===== src/rtl/rand_request_arbiter.sv =====
// Round-robin arbiter sharing one 16-bit LFSR among N_REQ requesters.
// It reduces samples to [0, limit-1] by mask-and-reject and sequences LFSR reseeds between samples.
module rand_request_arbiter #(
    parameter int unsigned N_REQ     = 4,
    parameter int unsigned MAX_RETRY = 3
) (
    input  logic                 i_clk,
    input  logic                 i_rst,
    input  logic [N_REQ-1:0]     i_req,
    input  logic [16*N_REQ-1:0]  i_limit,
    input  logic                 i_reseed,
    input  logic [15:0]          i_seed,
    input  logic [15:0]          i_rand_value,
    output logic                 o_rng_rst,
    output logic [15:0]          o_rng_seed,
    output logic [N_REQ-1:0]     o_ack,
    output logic [15:0]          o_value,
    output logic                 o_busy
);
    localparam int unsigned IDX_W   = (N_REQ > 1) ? $clog2(N_REQ) : 1;
    localparam int unsigned SUM_W   = IDX_W + 1;
    localparam int unsigned RETRY_W = (MAX_RETRY > 0) ? $clog2(MAX_RETRY + 1) : 1;
    localparam logic [N_REQ-1:0] ACK_ONE = N_REQ'(1);

    typedef enum logic [1:0] {IDLE, RESEED, SAMPLE, DONE} state_t;

    state_t             state;
    logic [IDX_W-1:0]   rr;
    logic [IDX_W-1:0]   grant;
    logic [IDX_W-1:0]   scan_idx;
    logic [SUM_W-1:0]   scan_sum;
    logic               found;
    logic [15:0]        lim;
    logic [15:0]        mask;
    logic [15:0]        seed_q;
    logic [15:0]        sel_lim;
    logic [15:0]        samp;
    logic [RETRY_W-1:0] retry;
    logic               pending;

    // Smallest 2^k-1 covering limit-1; limits 0 and 1 collapse to an all-zero mask.
    function automatic logic [15:0] mask_of(input logic [15:0] l);
        logic [15:0] x;
        x = (l <= 16'd1) ? 16'd0 : l - 16'd1;
        x = x | (x >> 1);
        x = x | (x >> 2);
        x = x | (x >> 4);
        x = x | (x >> 8);
        return x;
    endfunction

    // First requesting index at or above the rr pointer, wrapping at N_REQ.
    always_comb begin
        found    = 1'b0;
        scan_idx = '0;
        scan_sum = '0;
        for (int i = 0; i < N_REQ; i++) begin
            scan_sum = {1'b0, rr} + SUM_W'(i);
            if (scan_sum >= SUM_W'(N_REQ)) begin
                scan_sum = scan_sum - SUM_W'(N_REQ);
            end
            if (!found && i_req[scan_sum[IDX_W-1:0]]) begin
                found    = 1'b1;
                scan_idx = scan_sum[IDX_W-1:0];
            end
        end
    end

    assign sel_lim = i_limit[16*scan_idx +: 16];
    assign samp    = i_rand_value & mask;

    always_ff @(posedge i_clk) begin
        if (i_rst) begin
            state      <= IDLE;
            o_ack      <= '0;
            o_value    <= '0;
            o_rng_rst  <= 1'b0;
            o_rng_seed <= '0;
            o_busy     <= 1'b0;
            rr         <= '0;
            grant      <= '0;
            lim        <= '0;
            mask       <= '0;
            retry      <= '0;
            pending    <= 1'b0;
            seed_q     <= '0;
        end else begin
            case (state)
                IDLE: begin
                    if (pending || i_reseed) begin
                        state      <= RESEED;
                        o_rng_rst  <= 1'b1;
                        o_rng_seed <= i_reseed ? i_seed : seed_q;
                        o_busy     <= 1'b1;
                    end else if (found) begin
                        state  <= SAMPLE;
                        grant  <= scan_idx;
                        lim    <= sel_lim;
                        mask   <= mask_of(sel_lim);
                        retry  <= '0;
                        o_busy <= 1'b1;
                    end
                end
                RESEED: begin
                    o_rng_rst <= 1'b0;
                    pending   <= 1'b0;
                    o_busy    <= 1'b0;
                    state     <= IDLE;
                end
                SAMPLE: begin
                    if (lim <= 16'd1) begin
                        o_value <= '0;
                        o_ack   <= ACK_ONE << grant;
                        state   <= DONE;
                    end else if (samp < lim) begin
                        o_value <= samp;
                        o_ack   <= ACK_ONE << grant;
                        state   <= DONE;
                    end else if (retry == RETRY_W'(MAX_RETRY)) begin
                        // samp < 2*lim, so samp-lim is already in range.
                        o_value <= samp - lim;
                        o_ack   <= ACK_ONE << grant;
                        state   <= DONE;
                    end else begin
                        retry <= retry + RETRY_W'(1);
                    end
                end
                DONE: begin
                    o_ack  <= '0;
                    o_busy <= 1'b0;
                    rr     <= (grant == IDX_W'(N_REQ - 1)) ? '0 : grant + IDX_W'(1);
                    state  <= IDLE;
                end
                default: state <= IDLE;
            endcase
            // A new reseed command wins over the clear in RESEED.
            if (i_reseed) begin
                pending <= 1'b1;
                seed_q  <= i_seed;
            end
        end
    end
endmodule


===== config.mk =====
export PLATFORM = sky130hd
export DESIGN_NAME = rand_request_arbiter
export DESIGN_NICKNAME = d
export VERILOG_FILES = /design/src/rtl/rand_request_arbiter.sv
export SDC_FILE = /design/constraint.sdc
export NUM_CORES = 1
export LEC_CHECK = 0
export CAP_MARGIN = 20
export CORE_UTILIZATION = 50
export CTS_CLUSTER_SIZE = 30
export DETAILED_ROUTE_END_ITERATION = 10
export HOLD_SLACK_MARGIN = 0.05
export PLACE_DENSITY = 0.79
export SKIP_LAST_GASP = 1
export SYNTH_ARGS = -nofsm -noshare
export SYNTH_HDL_FRONTEND = slang
export SYNTH_SLANG_ARGS = --single-unit

===== constraint.sdc =====
create_clock -name i_clk -period 4.7 [get_ports i_clk]
set_input_delay 0.705 -clock i_clk [delete_from_list [all_inputs] [get_ports i_clk]]
set_output_delay 0.705 -clock i_clk [all_outputs]
set_load 0.1 [all_outputs]

; Word-level counts from Yosys, hierarchy flattened
; Index checks and enable logic that the tools add are counted.
; Widths: inputs -> output; s select.
[totals]
out_inout_bits = 38
inputBits = 103
register_bits = 95
elab_cells = 128
[classes]
eq_ne = 13
order_cmp = 11
n_reduce_logical = 23
add_sub_neg = 11
n_bitwise = 6
n_mux = 49
n_shift = 2
[op_table]
columns = op, count
row1 = $mux 16, 5
row2 = $shiftx 64x7->16, 1
row3 = $mux 2, 19
row4 = $le 16x1->1 const B, 2
row5 = $and 16x16->16, 1
row6 = $lt 16x16->1, 1
row7 = $or 16x12->16, 1
row8 = $or 16x14->16, 1
row9 = $or 16x15->16, 1
row10 = $or 16x8->16, 1
row11 = $sub 16x1->16 const B, 1
row12 = $sub 16x16->16, 1
row13 = $mux 1, 13
row14 = $lt 2x3->1 const B, 4
row15 = $mux 4, 3
row16 = $ne 2x2->1 const B, 6
row17 = $reduce_and 2->1, 6
row18 = $reduce_bool 2->1, 5
row19 = $ge 3x3->1 const B, 3
row20 = $bmux 1 s2, 4
row21 = $eq 2x2->1 const B, 4
row22 = $pmux 4 s2, 1
row23 = $sub 2x1->2 const B, 4
row24 = $add 2x2->3 const B, 2
row25 = 19 further kinds, 25

; Longest topological paths before layout
[depth]
depth_word = 21
ltp_mapped = 19
ltp_nobuf = 15

; Worst setup path after synthesis
; Ideal clock, no wire load.
[synth_path]
path_type = input to register
from = input i_req[0]
to = register mask[0]
setup_ps = 150
path_slack_ps = 797
path_buffers = 4
required_time_ps = 4550
arrival_time_ps = 3753
stages = 18
cell_sequence = nor2b_1 -> o21bai_1 -> clkbuf_1 -> buf_2 -> clkbuf_1 -> nand3_1 -> nand3_1 -> and2_1 -> ha_1 -> nor2_1 -> a2111oi_0 -> o22a_1 -> nand4_1 -> or2_2 -> clkbuf_1 -> o211a_1 -> a21oi_1 -> a41oi_1
[synth_via]
elab_chain_cells = 19
word_cells_on_any_way = 31
classes_between = add/sub: 1 / order compare: 1 / shift: 1 / mux: 17 / bitwise: 4 / reduce/logical: 7
[synth_rtl]
columns = element, line_no
row1 = from (decl), 9  ; input logic [N_REQ-1:0] i_req,
row2 = $bmux 1 s2, 62  ; if (!found && i_req[scan_sum[IDX_W-1:0]]) begin
row3 = $mux 1 (not written as such), 62
row4 = $mux 1, 62
row5 = $logic_not 1->1, 62
row6 = $logic_and 1x1->1, 62
row7 = $mux 1, 62
row8 = $logic_not 1->1, 62
row9 = $logic_and 1x1->1, 62
row10 = (+4 left out), --
row11 = $shiftx 64x7->16 *, 69  ; assign sel_lim = i_limit[16*scan_idx +: 16];
row12 = named net sel_lim[0], 36  ; logic [15:0] sel_lim;
row13 = $sub 16x1->16 / $le 16x1->1 (equally long branches), 44  ; x = (l <= 16'd1) ? 16'd0 : l - 16'd1;
row14 = $mux 16 *, 44
row15 = $or 16x15->16 *, 45  ; x = x | (x >> 1);
row16 = $or 16x14->16 *, 46  ; x = x | (x >> 2);
row17 = $or 16x12->16 *, 47  ; x = x | (x >> 4);
row18 = $or 16x8->16 *, 48  ; x = x | (x >> 8);
row19 = to (signal assigned), 99  ; mask <= mask_of(sel_lim);
row20 = to (decl), 34  ; logic [15:0] mask;
; Mark *: on every way through the listed nets, which the timed path passes. The rest lies on a longest branch. The select of a mux whose other input is x is not followed.
; A chain may end at the register's enable or synchronous reset.

; Final worst setup path
[layout_path]
from = input i_req[1]
to = register mask[0]
; Same word-level chain as after synthesis.

==> flow_summary.yaml <==
outcome:
  outcome: "complete, no violations"
synth:
  yosys_most_used_dff: "dfxtp_1"
  syn_area_um2: 5870
  synthTopCellsByArea: "dfxtp_1 32%, nor2_1 6.1%, ha_1 4.9%, a21oi_1 4.1%, o21ai_0 3.7%"
  ys_seq_elements: 95
  ys_types: 71
  yosysTopAreaCellShare: 0.324
  avgSynthCellArea_um2: 7.83
  synth.yosys.warnings: 0
  yosysSeqAreaShare: 0.324
  synth_edf_count: 0
  post-synth-top-area-cell: "dfxtp_1"
  ys_top_cells_by_count: "95 x dfxtp_1, 95 x nor2_1, 48 x a21oi_1, 46 x nand2_1, 44 x o21ai_0"
  synthCells: 750
  syn_nets: 877
  ys_async_sr_fraction: 0
clock_network:
  cts_buffer_depth: 2
  hold_buffers: 0
  cts_resized: 0
  clock-root-buffer: "clkbuf_16"
  cts_tree: "yes"
  cts_made_buffers: 9
  clkTransAtPathRegs_ns: 0.07
  clock_latency_ns: 0.35
  htreeDepth: 3
  cts_sinks: 95
  post_cts.repair.setup_buffers: 0
pwr:
  leakage_nw: 3.00
  ir_drop_uv: 259
  power-per-cell-area_nw_per_um2: 354
  power.total_w: 0.00271
critical_path:
  max_stage_delay_ns: 0.50
  crit_chain: "clkdlybuf4s50_1 > nand2b_1 > o211a_1 > o21ai_0 > nand3_1 > and2_1 > inv_1 > ha_1 > nor2_1 > a2111oi_0 > o22a_1 > nand4_1 > or2_2 > o211a_1 > a21oi_1 > a41oi_1"
  cp_max_fo: 13
  worstPathRequired_ns: 4.89
  critical_path_buf_inv_count: 2
  worstPathArrival_ns: 4.40
  crit_family: "compound AO/OA/AOI/OAI gates"
  path_class: "in -> reg"
  slowest_stage: "clkdlybuf4s50_1"
  startpoint_type: "input pin"
  crit_top_cell: "o211a_1"
  critPathCaptureType: "flip-flop"
route:
  routed_wl_mm: 16.2
  drtIter0Drc: 454
  via_per_inst: 5.83
  dr.pass1.iters: 5
  drc: 0
  ant_nets: 0
  post_drt_wl_per_cell_um: 16.0
  num_vias: 5927
global_routing:
  antenna_found_initial: 0
  grt_pass1_wl_mm: 26.1
  grt_max_degree: 67
  grt_pass1_vias: 5605
  grtUsageTotal: 0.271
  grt_overflow: 0
finish:
  area_growth_pct: 30.1
  layout-drive-gt1-share: 0.0755
  nNetsFinal: 996
  diodes: 0
  fill_cells: 978
  fin_area_um2: 7640
  fin_util: 0.669
sta:
  report.final.slew_viol_count: 0
  slew_headroom: 0.331
  timing.fmax_mhz: 238
  finalSetupViolCount: 0
  fin_skew_ns: 0.00851
  worst_slew_pin_slew_ns: 1.00
  tns_ns: 0
  finalCritPeriodShare: 0.895
  finalCriticalPeriod_ns: 4.21
  rsz0062_at_grt: "false"
  hold_viol: 0
  holdWs_ns: 0.451
floorplan:
  die_y_um: 110
  rows: 39
  die_x_um: 110
  core-area_um2: 11400
  design.die.area_um2: 12200
  start_util: 0.514
  io_pins: 141
min_path:
  hp-class: "reg -> reg"
place:
  port_buffers: 140
  gp_congestion: 0.896
  place_hpwl_mm: 12.7
  dpl-instance-area_um2: 7350
run:
  cap_viol_max_count: 0
-- metal layers --
metal	GRT usage	up-vias	part of all wire
met3	0.0464	27	0.056
met4	0.0893	0	0.015
met1	0.346	2739	0.45
met5	0	-	0
met2	0.462	224	0.48
li1	-	2937	-
-- worst register-to-register path: stages (launching register included) --
cell and delay, ns:
dfxtp_1 0.43, mux2i_1 0.34, o2bb2ai_2 0.15, nor2_2 0.23, buf_4 0.22, nand3_1 0.15
nand2_1 0.13, ha_1 0.18, nor2_1 0.06, a2111oi_0 0.30, o22a_1 0.24, nand4_1 0.18
or2_2 0.45, o211a_1 0.18, a21oi_1 0.23, a41oi_1 0.17
-- flip-flops by register name, summed over array words and instances (netlist names) --
register	cells
seed_q	16
pending	1
mask	16
o_value	16
o_rng_seed	16
retry	2
o_rng_rst	1
o_busy	1
rr	2
state	2
grant	2
lim	16
o_ack	4
-- cell type report --
cell class	count	area (um^2)	share of cell area
clock buffers	10	229	0.0300
clock inverters	6	55.1	0.00721
inverters	35	131	0.0172
multi-input cells	575	3650	0.478
flip-flops and latches	95	1900	0.249
well taps	143	179	0.0234
repair buffers	153	1490	0.196
-- cell usage in the layout (no fill, tap or decap), types with 3 or more instances in the layout --
| master | synthesis | routed |
|---|---|---|
| a31oi_1 | 11 | 11 |
| ha_1 | 23 | 23 |
| o31ai_1 | 3 | 3 |
| and3_1 | 22 | 22 |
| o21ai_1 | 4 | 4 |
| or2_2 | 9 | 9 |
| nand4_1 | 8 | 8 |
| o22a_1 | 3 | 3 |
| buf_4 | 0 | 13 |
| inv_1 | 34 | 34 |
| o32ai_1 | 4 | 4 |
| a41oi_1 | 3 | 3 |
| a31o_2 | 6 | 6 |
| clkbuf_16 | 0 | 9 |
| o2bb2ai_1 | 4 | 4 |
| xor2_1 | 6 | 6 |
| nand2_1 | 46 | 46 |
| a22oi_1 | 7 | 7 |
| o21ai_0 | 44 | 44 |
| or3_1 | 6 | 6 |
| a21oi_1 | 48 | 48 |
| nor4_1 | 5 | 5 |
| o31a_1 | 3 | 3 |
| o211a_1 | 4 | 4 |
| o21a_1 | 5 | 5 |
| o211ai_1 | 4 | 4 |
| and2_1 | 23 | 23 |
| nand2b_1 | 8 | 8 |
| clkdlybuf4s50_1 | 0 | 139 |
| dfxtp_1 | 95 | 95 |
| nor3_1 | 14 | 12 |
| nand3_1 | 43 | 43 |
| a2111oi_0 | 3 | 3 |
| nor3_2 | 1 | 3 |
| mux2i_1 | 21 | 21 |
| xnor2_1 | 11 | 11 |
| a21o_1 | 5 | 5 |
| nor2_1 | 95 | 95 |
| nor2b_1 | 7 | 7 |
| a211oi_1 | 29 | 29 |
-- final timing paths --
kind / from / to / slack (ns) / depth (start not counted)
worst max-delay path: i_req[1] / mask[0]$_SDFFE_PP0P_ / 0.49 / 16
worst min register to register: mask[15]$_SDFFE_PP0P_ / mask[15]$_SDFFE_PP0P_ / 0.45 / 2
worst max register to register: rr[1]$_SDFFE_PP0P_ / mask[0]$_SDFFE_PP0P_ / 0.91 / 15
worst min-delay path: mask[15]$_SDFFE_PP0P_ / mask[15]$_SDFFE_PP0P_ / 0.45 / 2
-- per-stage QoR --
stage,instances,setup slack (ns)
after CTS,1017,0.571
after global routing,1017,0.100
after detailed placement,1001,0.212
after floorplan,750,0.797
final,1017,0.494
after global placement,1001,0.372
-- kinds of logic after synthesis --
| logic type | share of synthesized area |
|---|---|
| XOR/XNOR | 0.0254 |
| AND/OR/NAND/NOR | 0.255 |
| AO/OA/AOI/OAI | 0.251 |
| flip-flops | 0.324 |
| adder cells (fa/ha/maj) | 0.0524 |
| multiplexers | 0.0358 |
| buffers and inverters | 0.0567 |
-- where the power goes --
group	internal, W	total, W	switching (W)
Combinational	0.000398	0.00109	0.000693
Clock	0.000368	0.000695	0.000327
Sequential	0.000874	0.000919	0.0000447
No activity file was read; power rests on OpenSTA's default activity.
